[src/rtl/weight_loader.sv]
// Streams weights and a bias per neuron from a valid/ready source into neuron config strobes.
// Optional running checksum of accepted words when WEIGHT_LOADER_CHECKSUM_EN is defined.
//
// state  | meaning
// IDLE   | waiting for start
// WEIGHT | accepting NUM_WEIGHTS weights for the current neuron
// BIAS   | accepting the bias word for the current neuron
// GAP    | one quiet cycle; advance neuron or finish
// FIN    | done pulse, back to IDLE
module weight_loader #(
  parameter int LAYER_NO    = 2,
  parameter int NUM_NEURONS = 30,
  parameter int NUM_WEIGHTS = 30,
  parameter int NEURON_BASE = 0
) (
  input  logic        clk,
  input  logic        rst,
  input  logic        start,
  input  logic [31:0] s_data,
  input  logic        s_valid,
  output logic        s_ready,
  output logic        weightValid,
  output logic [31:0] weightValue,
  output logic        biasValid,
  output logic [31:0] biasValue,
  output logic [31:0] config_layer_num,
  output logic [31:0] config_neuron_num,
  output logic        busy,
  output logic        done
`ifdef WEIGHT_LOADER_CHECKSUM_EN
  ,
  output logic [31:0] checksum
`endif
);

  localparam int WCW = $clog2(NUM_WEIGHTS) + 1;
  localparam int NCW = $clog2(NUM_NEURONS) + 1;

  typedef enum logic [2:0] {IDLE, WEIGHT, BIAS, GAP, FIN} state_t;

  state_t         state, state_nx;
  logic [WCW-1:0] wcnt;
  logic [NCW-1:0] ncnt;
  logic           accept;
  logic           last_w;
  logic           last_n;

  assign accept = s_valid & s_ready;
  assign last_w = (wcnt == WCW'(NUM_WEIGHTS - 1));
  assign last_n = (ncnt == NCW'(NUM_NEURONS - 1));

  always_ff @(posedge clk or negedge rst) begin
    if (!rst) state <= IDLE;
    else      state <= state_nx;
  end

  always_comb begin
    state_nx = state;
    s_ready  = 1'b0;
    case (state)
      IDLE:   if (start) state_nx = WEIGHT;
      WEIGHT: begin
        s_ready = 1'b1;
        if (s_valid && last_w) state_nx = BIAS;
      end
      BIAS:   begin
        s_ready = 1'b1;
        if (s_valid) state_nx = GAP;
      end
      GAP:    state_nx = last_n ? FIN : WEIGHT;
      FIN:    state_nx = IDLE;
      default: state_nx = IDLE;
    endcase
  end

  // Status and config outputs decode the registered state so reset clears them at once.
  assign busy              = (state != IDLE);
  assign done              = (state == FIN);
  assign config_layer_num  = busy ? 32'(LAYER_NO) : 32'd0;
  assign config_neuron_num = busy ? (32'(NEURON_BASE) + 32'(ncnt)) : 32'd0;

  always_ff @(posedge clk or negedge rst) begin
    if (!rst) begin
      wcnt        <= '0;
      ncnt        <= '0;
      weightValid <= 1'b0;
      weightValue <= '0;
      biasValid   <= 1'b0;
      biasValue   <= '0;
    end else begin
      weightValid <= 1'b0;
      biasValid   <= 1'b0;
      if (state == IDLE && start) begin
        wcnt <= '0;
        ncnt <= '0;
      end
      if (accept && state == WEIGHT) begin
        weightValid <= 1'b1;
        weightValue <= s_data;
        wcnt        <= last_w ? '0 : wcnt + 1'b1;
      end
      if (accept && state == BIAS) begin
        biasValid <= 1'b1;
        biasValue <= s_data;
      end
      // Neuron index only moves after the bias strobe has been seen with the old index.
      if (state == GAP && !last_n) ncnt <= ncnt + 1'b1;
    end
  end

`ifdef WEIGHT_LOADER_CHECKSUM_EN
  always_ff @(posedge clk or negedge rst) begin
    if (!rst) checksum <= '0;
    else if (state == IDLE && start) checksum <= '0;
    else if (accept) checksum <= checksum + s_data;
  end
`endif

endmodule

[config.mk]
export PLATFORM = sky130hd
export DESIGN_NAME = weight_loader
export DESIGN_NICKNAME = d
export VERILOG_FILES = /design/src/rtl/weight_loader.sv
export SDC_FILE = /design/constraint.sdc
export NUM_CORES = 1
export LEC_CHECK = 0
export ABC_AREA = 1
export CAP_MARGIN = 10
export CORE_ASPECT_RATIO = 1.5
export CORE_UTILIZATION = 46
export DETAILED_ROUTE_END_ITERATION = 8
export GPL_TIMING_DRIVEN = 0
export PLACE_DENSITY = 0.95
export SLEW_MARGIN = 20
export SYNTH_ARGS = -nofsm -noshare
export SYNTH_HDL_FRONTEND = slang
export SYNTH_SLANG_ARGS = --single-unit
[constraint.sdc]
create_clock -name clk -period 3.97 [get_ports clk]
set_input_delay 0.794 -clock clk [delete_from_list [all_inputs] [get_ports clk]]
set_output_delay 0.794 -clock clk [all_outputs]
set_load 0.01 [all_outputs]
Word level (Yosys, flattened, before mapping)

Cells that the tools add are included.

Bits of input ports: 36
Output and inout port bits: 133
Register bits: 81

Add/sub/neg operators: 2
Reduce and logical (&&, ||, !) cells: 12
Muxes and demuxes: 14
Bitwise gates (word level): 1
Equality and inequality tests: 9

Operator list:

| operator                                            | number |
|---|---|
| two-way mux 6 bit                                   | 5 |
| adder 6 x 1 -> 6 bit, second input constant         | 2 |
| equality test 6 x 5 -> 1 bit, second input constant | 2 |
| two-way mux 3 bit                                   | 4 |
| case mux 3 bit (4 select lines)                     | 1 |
| equality test 3 x 2 -> 1 bit, second input constant | 2 |
| != test 2 bit, second input constant                | 3 |
| logical AND 1 bit                                   | 5 |
| nonzero test 2 bit                                  | 2 |
| equality test 3 x 1 -> 1 bit, second input constant | 1 |
| equality test 3 bit, second input constant          | 1 |
| logical NOT 3 bit                                   | 1 |
| two-way mux 1 bit                                   | 3 |
| AND reduction 3 bit                                 | 1 |
| nonzero test 3 bit                                  | 1 |
| two-way mux 2 bit                                   | 1 |
| OR reduction 2 bit                                  | 1 |
| AND 1 bit                                           | 1 |
| logical NOT 1 bit                                   | 1 |

Logic depth before layout (Yosys ltp)

Gate-level depths: netlist (run 1).

Depth after elaboration: 6
Mapped depth: 10
Depth with buffers taken out: 10

Worst setup path after synthesis (run 1)

No wires, ideal clock.

Kind: flip-flop to output port
Start point: register state[0]
End point: output config_neuron_num[0]
Slack: 2.225 ns
Cell stages (with the launch flop): 5
Buffers on the path: 0
Arrival: 0.951 ns
Cells stage by stage: dfrtp_1 inv_1 nand2_1 inv_2 nor2_1

Longest elaborated chain between the ends: 2

Ends and longest elaborated chain:

| what                   | RTL line | RTL |
|---|---|---|
| start, declared        | 41       | `state_t state, state_nx;` |
| start signal, assigned | 54       | `else state <= state_nx;` |
| nonzero test 3 bit     | 77       | `assign busy = (state != IDLE);` |
| net busy               | 28       | `output logic busy,` |
| two-way mux 6 bit      | 80       | `assign config_neuron_num = busy ? (32'(NEURON_BASE) + 32'(ncnt)) : 32'd0;` |
| end, declared          | 27       | `output logic [31:0] config_neuron_num,` |

The timed path passes the listed nets, and every way through them passes these cells.

Final worst setup path (run 1)

Start point: register state[0]
End point: output config_neuron_num[0]

Longest elaborated chain between the ends: 2

Ends and longest elaborated chain:

| what               | RTL line |
|---|---|
| nonzero test 3 bit | 77 |
| two-way mux 6 bit  | 80 |

No other way between the ends.

==> flow_results.org, run 1 <==
** Critical path
- The slowest stage of the critical path belongs to the cell sky130_fd_sc_hd__clkdlybuf4s50_1.
- Setup crit start kind :: register
- The largest single stage delay on the critical path is approximately 0.56 ns.
- Worst path required time :: roughly 3.2 ns
- Worst setup EP type :: output pin
- The number of buffers and inverters on the critical path is 3.
- Walking the worst path, the cells encountered are inv_1 -> nand2_1 -> inv_2 -> nor2_1 -> clkdlybuf4s50_1.
- The critical path in this run is classified as reg2out.
- The kind of cell with the highest combined delay along the critical path is buffers and inverters.
- For the worst setup path, the data arrival time is roughly 1.9 ns.
- CP max FO :: 7

** Timing
- Tcrit/Tclk final :: 0.668
- Layout Skew :: roughly 0.0044 ns
- Slew Limit Fails :: 0
- Number of endpoints with negative hold slack in the final report :: 0
- Setup TNS :: 0 ns
- For the finished layout, the period the worst path requires is roughly 2.7 ns.
- Setup repair after global routing left no endpoint under its margin.
- Based on the critical path, the design can be clocked at up to about 380 MHz.
- Setup violations remaining at the end of the flow were counted as 0.

** Placement
- Detailed Place HPWL :: 7310 µm
- Once placement finished, the instance area stood at ~5400 µm².
- In this run the tool buffered the top-level ports with ~110 buffer cells.
- Routability-driven placement finished with a final weighted congestion of 0.783.
- Number of placed cells counting well taps :: 696

** Route
- After the first detailed-routing iteration, the DRC count stood at 172.
- For this block, the routed nets add up to about 9500 µm of wire.
- The count of nets left with antenna violations once routing finished came out at 0.
- In the final routed layout, each cell accounts on average for 13.3 µm.
- Drt drc :: 0
- For this run, the detailed router's first-pass iteration total came to 4.
- The routed layout has 3,260 vias.
- Dividing the detail-routed via count by the number of cells gives ~4.6.

** Power and ir drop
- Power consumption :: roughly 0.0038 W
- The analysis attributes to cell leakage a power of around 2.9 nW.
- For this design the ratio of total power to cell area is ~670 nW/µm².
- VDD sags by at most 0.447 mV.

** Yosys
- In this run, synthesis produced a sequential element count of 81.
- Cell type with the highest aggregate area in the netlist :: sky130_fd_sc_hd__dfrtp_1
- Yosys printed 0 warnings.
- Mapped Area :: just under 4000 µm²
- Register area share after synthesis :: 0.514
- Number of cells produced by synthesis :: roughly 420
- Ranked by total cell area, the synthesized netlist is headed by sky130_fd_sc_hd__dfrtp_1 (51%), sky130_fd_sc_hd__buf_4 (11%), sky130_fd_sc_hd__nand2_1 (8.7%).
- For this run, asynchronously set or reset flops after synthesis account for 1.00.
- Share of the synthesized area in the top cell type :: 0.514
- Count of flip-flops with a built-in enable after synthesis :: 0
- Library cell with the highest instance count after synthesis :: sky130_fd_sc_hd__nand2_1
- The most used flip-flop cell after synthesis is sky130_fd_sc_hd__dfrtp_1.
- Commonest cells in the synthesized netlist :: sky130_fd_sc_hd__nand2_1 (91), sky130_fd_sc_hd__dfrtp_1 (81), sky130_fd_sc_hd__buf_4 (58)
- A synthesized cell averages 9.37 µm².
- The synthesized netlist contains 25 unique library cells.

** GRT
- Global routing met2 resource utilization :: 0.405
- After global routing the overflow that remains totals 0.
- The number of antenna violations at the first check in global routing is 0.
- Via count of the first global-routing pass :: 3,238
- The layer flagged by global routing as most heavily used is met2.
- Pin count of the biggest net entering global routing :: 59
- Wire length of the first global-routing pass :: 15,100 µm
- Met3 demand-to-capacity share in global routing :: 0.0370
- In the global route stage, met1 resource usage came out at 0.227.
- In the global route stage, overall resource usage came out at 0.219.

** CTS
- Root buf cell :: sky130_fd_sc_hd__clkbuf_16
- TritonCTS built the clock tree.
- For this design, the sink count on the clock tree is just over 80.
- For the worst-skew pair, the clock arrives at the later sink with an insertion delay of about 0.33 ns.
- In this run, post-CTS hold repair placed 0 buffers.
- Clock-pin slew was measured on the worst setup and hold paths at about 0.060 ns.
- Counting along the longest clock path gives a buffer depth of 2.
- Clock H-tree levels :: 3
- In this run, CTS created clock tree buffers numbering 9.
- Total setup buffers inserted after CTS :: 0
- Number of instances resized during post-cts repair :: 0

** Run status
- The run finished with clean final reports.

** Floorplanning
- The initial utilization of the core area, before any placement, comes to 0.472.
- Io pins :: 169
- Area of the core :: ~8400 µm²
- The die covers around 9000 µm².
- Std cell rows :: a little over 40
- Height of the die :: 115 µm
- In this run the horizontal extent of the chip is 77.6 µm.

** Layout
- Final #Nets :: 640
- Total inserted antenna cells :: 0
- Measured on the finished design, the core utilization comes to 0.681.
- After routing the design area is ~5700 µm².
- In the final layout, the share of cells above drive strength 1 is 0.220.
- Layout area overhead :: 44.4%
- Non-filler cells in the finished layout :: approximately 710
- Fillers :: between 600 and 700

** Worst hold path
- The worst hold path belongs to the class in2async.

** Flow run
- Max-cap violations in this run came to 0.
==> worst reg2reg max path, stage by stage (launching register included) <==
cell                      delay, ns
sky130_fd_sc_hd__dfrtp_1       0.41
sky130_fd_sc_hd__inv_1         0.11
sky130_fd_sc_hd__ha_1          0.15
sky130_fd_sc_hd__nand3_1       0.10
sky130_fd_sc_hd__o21ai_2       0.29
sky130_fd_sc_hd__inv_1         0.14
sky130_fd_sc_hd__nand2_1       0.09
sky130_fd_sc_hd__o21ai_1       0.07
==> power by group <==
group,total [W],internal (W),switching [W]
Sequential,0.00136,0.00116,0.000205
Combinational,0.00173,0.000904,0.000828
Clock,0.000751,0.000434,0.000317
==> final timing paths <==
path / from / endpoint / slack [ns] / cells after the start
min in group clk: biasValue[20] / biasValue[20] / 0.48 / 2
min: rst / biasValue[2] / 0.36 / 1
min reg2reg: biasValue[20] / biasValue[20] / 0.48 / 2
max reg2reg: ncnt[1] / ncnt[0] / 2.48 / 7
max: state[0] / config_neuron_num[0] / 1.32 / 5
max in group asynchronous: rst / weightValue[21] / 3.02 / 2
==> placed cells by master (no fill, tap or decap), types with 2 or more instances in the layout <==
| master | Yosys | final |
|---|---|---|
| sky130_fd_sc_hd__xnor2_1 | 3 | 3 |
| sky130_fd_sc_hd__nor2_1 | 15 | 15 |
| sky130_fd_sc_hd__dfrtp_1 | 81 | 81 |
| sky130_fd_sc_hd__nand3_1 | 12 | 12 |
| sky130_fd_sc_hd__xor2_1 | 2 | 2 |
| sky130_fd_sc_hd__ha_1 | 4 | 4 |
| sky130_fd_sc_hd__clkbuf_16 | 0 | 9 |
| sky130_fd_sc_hd__buf_4 | 58 | 59 |
| sky130_fd_sc_hd__o21ai_2 | 35 | 35 |
| sky130_fd_sc_hd__o21ai_1 | 24 | 24 |
| sky130_fd_sc_hd__conb_1 | 1 | 57 |
| sky130_fd_sc_hd__nand2_1 | 91 | 91 |
| sky130_fd_sc_hd__clkdlybuf4s50_1 | 0 | 110 |
| sky130_fd_sc_hd__inv_2 | 3 | 3 |
| sky130_fd_sc_hd__o21ai_0 | 12 | 12 |
| sky130_fd_sc_hd__clkbuf_1 | 2 | 2 |
| sky130_fd_sc_hd__inv_1 | 50 | 50 |
| sky130_fd_sc_hd__nor2_2 | 2 | 2 |
| sky130_fd_sc_hd__nand2_2 | 4 | 4 |
| sky130_fd_sc_hd__buf_6 | 11 | 11 |
| sky130_fd_sc_hd__clkinv_2 | 0 | 2 |
| sky130_fd_sc_hd__clkinvlp_4 | 0 | 3 |
| sky130_fd_sc_hd__o22ai_1 | 5 | 5 |
==> kinds of logic (layout without fill, tap and decap cells) <==
group	count (synthesis)	in the layout	share of synthesized area
AND/OR/NAND/NOR	128	128	0.134
other	1	57	0.000950
AO/OA/AOI/OAI	77	77	0.133
XOR/XNOR	5	5	0.0111
flip-flops	81	81	0.514
adder cells (fa/ha/maj)	4	4	0.0127
buffers and inverters	125	252	0.195
==> through the flow <==
step                setup WS (ns)  hold WS [ns]
floorplan                    2.22         0.491
global placement           -0.576         0.465
detailed placement           1.67         0.470
CTS                          1.31         0.360
global route                 1.23         0.369
finish                       1.32         0.359
==> routing by layer <==
layer,vias to the layer above,part of all wire,routed length (µm)
li1,1552,-,-
met4,0,0.042,393
met2,154,0.54,5060
met1,1526,0.36,3380
met5,-,0,0
met3,28,0.065,618
==> sequential cells by signal, summed over array words and instances (netlist names) <==
signal,flops
wcnt,6
weightValue,32
state,3
biasValue,32
biasValid,1
weightValid,1
ncnt,6
==> final cells by class <==
type                            instances  area, µm²  share of cell area
Tap cell                              107        134              0.0235
Buffer                                 72        572               0.100
Clock buffer                           10        239              0.0419
Timing Repair Buffer                  112       1140               0.199
Inverter                               53        199              0.0349
Sequential cell                        81       2030               0.356
Multi-Input combinational cell        271       1360               0.238
Clock inverter                          5       32.5             0.00571
Note: power is estimated with default switching activity, not from simulation.
==> run 2, diff against run 1 <==
Settings changed: CORE_UTILIZATION 46 to 43, PLACE_DENSITY 0.95 to 0.92.
Clock period 3.97 ns to 2.7 ns, I/O delays scaled along.
==> run 2 against run 1 <==
  * Largest power group unchanged
  * Non-clock buffer count is the same
  * Wire length fell by 2.7%
  * Clock power up 85%
  * Highest routed layer unchanged
  * Worst hold slack got worse by 0.20 ns
  * Sequential power increased by 48%
  * Via count fell by 2.0%
  * Register-to-register slack got worse by 1.3 ns
  * Core utilization shrank 3.1 points
  * Setup slack got worse by 1.0 ns
==> flow_results.org, run 2 (same netlist as run 1, synthesis figures left out) <==
** Run status
- The flow ran to the end, and the final reports show no timing, DRC or antenna violations.

** CTS
- Root buf cell :: sky130_fd_sc_hd__clkbuf_16
- Clock-pin slew was measured on the worst setup and hold paths at roughly 0.06 ns.
- Maximum root-to-sink buffer count :: 2
- Total setup buffers inserted after CTS :: 0
- The tree built by TritonCTS fans out to 81 sinks.
- The clock reaches the later pin of the worst-skew pair after 0.33 ns.
- Number of instances resized during post-cts repair :: 0
- Clock buffers created by TritonCTS :: 9
- TritonCTS built the clock tree.
- Cts-stage hold buffer count :: 0
- Clock H-tree levels :: 3

** Power and ir drop
- The analysis attributes to cell leakage a power of just under 3 nW.
- IR analysis of the VDD net gives a maximum drop of 0.659 mV.
- Total power per unit cell area :: 1030 nW/µm²

** Critical path
- Setup crit start kind :: register
- By startpoint and endpoint, the worst setup path is classified as reg2out.
- In this run the worst path has a maximum fanout of 7.
- Worst path required time :: 2.16 ns
- Reg2reg path depth :: 7
- Worst setup EP type :: output pin
- At the worst endpoint, the arrival time is roughly 1.9 ns.

** Layout
- At the end of the flow the core is filled with cells to 0.650.
- Leading cell types in the layout, fill and taps excluded :: sky130_fd_sc_hd__clkdlybuf4s50_1 (110), sky130_fd_sc_hd__nand2_1 (91), sky130_fd_sc_hd__dfrtp_1 (81), sky130_fd_sc_hd__buf_4 (59), sky130_fd_sc_hd__conb_1 (57)
- With fillers left out, the area of the finished cells amounts to 5780 µm².
- At the end of the flow, the number of nets in the layout was 640.
- Compared with the post-synthesis result, the final layout area differs by 46.4%.
- The largest registers in the layout are biasValue x32, weightValue x32.
- Non-filler cells in the finished layout :: 715
- Layout cells sized above 1 :: 0.220
- Most frequent standard cell in the layout excluding fill and tap cells :: sky130_fd_sc_hd__clkdlybuf4s50_1
- 0 antenna diodes ended up in the layout.

** Placement
- In this run, placement finished with an instance count of between 600 and 700.
- Cell area after placement :: around 5400 µm²
- OpenSTA, run right after detailed placement, puts the worst setup slack at between 0.6 and 0.7 ns.
- Detailed Place HPWL :: 7010 µm
- During placement, the flow inserted port buffers numbering approximately 110.
- The congestion estimate from routability-driven global placement came to between 0.8 and 0.9.

** Floorplanning
- During I/O placement, the number of pins put on the boundary was 169.
- Std cell rows :: 42
- Initial Utilization :: 0.444
- The floorplan step defined a die boundary enclosing roughly 9600 µm².
- The die is between 100 and 150 µm tall.
- Die Span X :: 80.2 µm
- The core region is 8880 µm².

** GRT
- The number of antenna violations at the first check in global routing is 0.
- The first global-routing pass estimated between 10,000 and 15,000 µm of wire.
- Pin count of the biggest net entering global routing :: between 40 and 50
- The number of global-route vias before repair came to a little over 3,000.
- For this run the aggregate overflow at the end of global routing stands at 0.
- All-layer global routing usage :: 0.202

** Route
- The first detailed-routing pass ran for 4 iterations.
- Dividing the detail-routed wire length by the instance count gives around 13 µm.
- After detailed routing, the number of remaining DRC violations is 0.
- The routed layout has 3,194 vias.
- DR vias/cell :: roughly 4.5
- In this run, the number of DRC markers left after iteration 0 of detailed routing was 54.
- Once detail routing completed, the nets flagged for antenna violations numbered 0.
- Summed over all layers, the routed wires come to a little over 9000 µm.

** Timing
- For the pin with the worst max-slew slack, the measured transition is between 0.5 and 0.6 ns.
- Clock skew on the completed layout was measured at around 0.0057 ns.
- Worst slew margin relative to its limit :: 0.653
- Summed over all failing endpoints, the final setup total negative slack is 0 ns.
- Setup Viol. Count Final :: 0
- The worst path meets setup with approximately 0.3 ns of slack.
- Based on the critical path, the design can be clocked at up to 415 MHz.
- Tmin final :: 2.41 ns
- Number of endpoints with negative hold slack in the final report :: 0
- Tcrit/Tclk final :: 0.891
- Setup repair after global routing left no endpoint under its margin.
- The total count of max-transition violations in the final report is 0.

** Flow run
- Maxcap violations :: 0

** Worst hold path
- The worst hold path belongs to the class in2async.
## run 2: metal layers
metal	global-route usage	vias to the layer above	share of wire
met5	0	-	0
met4	0.0915	0	0.019
met3	0.0437	13	0.075
met2	0.363	140	0.54
met1	0.221	1482	0.37
li1	-	1559	-
## run 2: power by group
group | internal [W] | leakage, nW | switching, W | total, W
logic | 0.00133 | 1.73 | 0.00119 | 0.00252
registers | 0.00170 | 1.03 | 0.000309 | 0.00201
clock network | 0.000927 | 0.166 | 0.000462 | 0.00139
total | 0.00396 | 2.93 | 0.00196 | 0.00592
## run 2: metrics by stage
step	power, W	hold slack (ns)
floorplan	0.00323	0.244
global placement	0.00444	0.464
detailed placement	0.00455	0.467
CTS	0.00598	0.171
global route	0.00627	0.195
finish	0.00592	0.162
## run 2: path summary, 6_finish.rpt
path | from | end | slack [ns]
setup / recovery | state[0] | config_neuron_num[1] | 0.29
hold / removal | rst | biasValue[31] | 0.16
setup reg to reg | ncnt[1] | ncnt[5] | 1.15
hold reg to reg | biasValue[25] | biasValue[25] | 0.48
max in group asynchronous | rst | ncnt[2] | 1.96
min in group clk | biasValue[25] | biasValue[25] | 0.48
## run 2: layout make-up
cell class                 instances  area, µm²
clock buffer                      11        243
fill                             699       3110
tap                              110        138
buffer                            72        572
multi-input combinational        271       1360
clock inverter                     5        103
timing repair buffer             112       1140
inverter                          53        199
sequential                        81       2030
## run 2: critical path, cell delays in order (launching register included)
cell,delay [ns]
sky130_fd_sc_hd__dfrtp_1,0.44
sky130_fd_sc_hd__inv_1,0.13
sky130_fd_sc_hd__nand2_1,0.18
sky130_fd_sc_hd__inv_2,0.11
sky130_fd_sc_hd__nor2_1,0.12
sky130_fd_sc_hd__clkdlybuf4s50_1,0.55
==> run 3, diff against run 2 <==
Settings changed: CORE_MARGIN set to 2.
==> run 3 against run 2 <==
  * Maximum frequency rose by 1.9%
  * Total power decreased by 5.4%
  * Wire length down 0.51%
  * Largest cell class unchanged
  * First-iteration DRC count grew 98%
  * Setup slack gained 0.046 ns
  * Final cell count unchanged
  * Die area rose by 4.2%
  * Global-route usage down 1.3 points
  * Critical path type unchanged
  * Core utilization shrank 1.0 points
==> flow_results.org, run 3 (same netlist as run 1, synthesis figures left out) <==
** Run status
- The flow ran to the end, and the final reports show no timing, DRC or antenna violations.

** Power and ir drop
- Pleak :: between 2 and 3 nW
- Power consumption :: about 0.0056 W
- IR analysis of the VDD net gives a maximum drop of 0.577 mV.
- In this run the power density over the cells is 984 nW/µm².

** Critical path
- The worst register-to-register path has a depth of 7.
- Worst r2r src :: ncnt[1]
- The worst register-to-register path has a setup slack of between 1 and 1.5 ns.
- Terminus of the critical flop-to-flop path :: ncnt[3]
- STA classifies the critical path startpoint as a register.
- CP max stage cell :: sky130_fd_sc_hd__clkdlybuf4s50_1
- Counting both buffers and inverters, the worst setup path holds a total of 3.
- Along the worst path, the maximum fanout reaches 7.
- Largest stage delay, worst path :: between 0.5 and 0.6 ns
- Grouping stages by cell kind, the critical path spends the most delay in buffers and inverters.
- Worst setup EP type :: output pin
- Critical path class :: reg2out
- Critical path data arrival time :: between 1.5 and 2 ns
- The critical path goes through inv_1 -> nand2_1 -> inv_2 -> nor2_1 -> clkdlybuf4s50_1.
- At the worst endpoint, the required time is 2.16 ns.

** Placement
- Detailed Place HPWL :: 7260 µm
- Cell area after placement :: 5420 µm²
- OpenSTA, run right after detailed placement, puts the worst setup slack at slightly below 0.7 ns.
- Number of I/O port buffers :: approximately 110
- At the end of routability-driven placement, the weighted congestion stood at approximately 0.84.

** GRT
- Number of antenna violations at the first check in global routing :: 0
- For this run the aggregate overflow at the end of global routing stands at 0.
- Via count of the first global-routing pass :: around 3,100
- Entering global routing, the biggest net connects 45 pins.
- For this run, the total global-route usage over all layers was measured as 0.188.
- The first global-routing pass estimated around 14,000 µm of wire.

** Layout
- Layout area overhead :: 44.1%
- Final non-filler cell area :: between 5000 and 6000 µm²
- Of the cells placed in the final design, the portion with a size suffix greater than 1 is 0.220.
- The library cell used most frequently in the layout, excluding fill and tap cells, is sky130_fd_sc_hd__clkdlybuf4s50_1.
- Final core occ :: 0.640
- Biggest registers after layout :: biasValue x32, weightValue x32
- For this run, the post-layout net count is between 600 and 700.
- Leading cell types in the layout, fill and taps excluded :: sky130_fd_sc_hd__clkdlybuf4s50_1 (110), sky130_fd_sc_hd__nand2_1 (91), sky130_fd_sc_hd__dfrtp_1 (81), sky130_fd_sc_hd__buf_4 (59), sky130_fd_sc_hd__conb_1 (57)
- Fillers :: approximately 700
- The repair_antennas step left the layout with diodes totalling 0.

** Route
- Iter 0 DRT Violations :: 107
- 1st-pass router iterations :: 4
- DR vias/cell :: ~4.5
- In the final routed layout, each cell accounts on average for between 10 and 15 µm.
- The final route contains around 3,200 vias.
- For this run, design rule violations remaining after detail routing come to 0.
- Number of nets with antenna violations after routing :: 0
- Aggregate routed wire length :: 9160 µm

** CTS
- Root buf cell :: sky130_fd_sc_hd__clkbuf_16
- The H-tree generated during clock tree synthesis spans 3 levels.
- Counting the buffers created by CTS gives 9.
- In this run the deepest clock path goes through 2 buffers.
- In this run the post-CTS setup repair buffer count came out at 0.
- Cts-stage hold buffer count :: 0
- The clock drives just over 80 sinks.
- TritonCTS clock tree :: done
- The later pin in the worst-skew pair is clocked with a latency of 0.33 ns.
- Clock-pin slew was measured on the worst setup and hold paths at 0.06 ns.
- The number of gates resized after CTS was 0.

** Timing
- Number of endpoints with negative hold slack in the final report :: 0
- Layout Skew :: around 0.0055 ns
- Derived from the worst setup path, the maximum achievable clock frequency is 424 MHz.
- Setup TNS :: 0 ns
- Setup Viol. Count Final :: 0
- The worst path meets setup with 0.339 ns of slack.
- Setup repair after global routing left no endpoint under its margin.
- The routed design could run at a clock period as short as approximately 2.4 ns.
- Tcrit/Tclk final :: 0.874
- The total count of max-transition violations in the final report is 0.

** Floorplanning
- For this design the top-level I/O count stands at approximately 170.
- Die ar. :: between 9000 and 10,000 µm²
- Height of the die :: between 100 and 150 µm
- Std cell rows :: between 40 and 50
- Area of the core :: about 8900 µm²
- For this configuration, the core starts out at a cell density of 0.444.
- From left edge to right edge, the die measures around 82 µm.

** Flow run
- Across the run, the number of max-cap violations was 0.

** Worst hold path
- The path class of the tightest hold or removal check is in2async.
[run 3: cell count changes in the layout (fill, tap and decap cells not counted)]
cell | before | now
sky130_fd_sc_hd__bufinv_16 | 3 | 0
sky130_fd_sc_hd__clkinv_2 | 1 | 4
sky130_fd_sc_hd__buf_12 | 0 | 1
sky130_fd_sc_hd__buf_16 | 1 | 0
sky130_fd_sc_hd__clkbuf_8 | 1 | 0
sky130_fd_sc_hd__clkinvlp_4 | 1 | 2
[run 3: per-layer routing]
layer,global-route usage,vias up,wire [µm]
li1,-,1559,-
met1,0.206,1500,3350
met2,0.334,137,4910
met3,0.0357,15,699
met4,0.0979,0,199
met5,0,-,0
[run 3: worst max-delay path by stage]
stage	slack, ns	depth (start not counted)	endpoint	from
floorplan	1.21	4	config_neuron_num[0]	state[0]
global placement	-1.62	1	ncnt[1]	rst
detailed placement	0.69	5	config_neuron_num[3]	state[0]
CTS	0.31	5	config_neuron_num[1]	state[0]
global route	0.18	5	config_neuron_num[1]	state[0]
finish	0.34	5	config_neuron_num[2]	state[0]
[run 3: cell type report]
cell class	count	area, µm²	area share
Tap cell	110	138	0.0242
Multi-Input combinational cell	271	1360	0.239
Inverter	53	199	0.0350
Timing Repair Buffer	112	1130	0.198
Clock buffer	10	229	0.0403
Buffer	72	572	0.101
Sequential cell	81	2030	0.356
Clock inverter	6	35.0	0.00616
[run 3: through the flow]
step	instances	hold slack (ns)
after floorplan	477	0.244
after global placement	698	0.465
after detailed placement	699	0.468
after CTS	715	0.182
after global routing	715	0.210
final	715	0.172
[run 3: where the power goes]
| group | internal (W) | switching, W | total [W] |
|---|---|---|---|
| sequential | 0.00170 | 0.000301 | 0.00200 |
| clock | 0.000615 | 0.000456 | 0.00107 |
| combinational | 0.00133 | 0.00120 | 0.00253 |
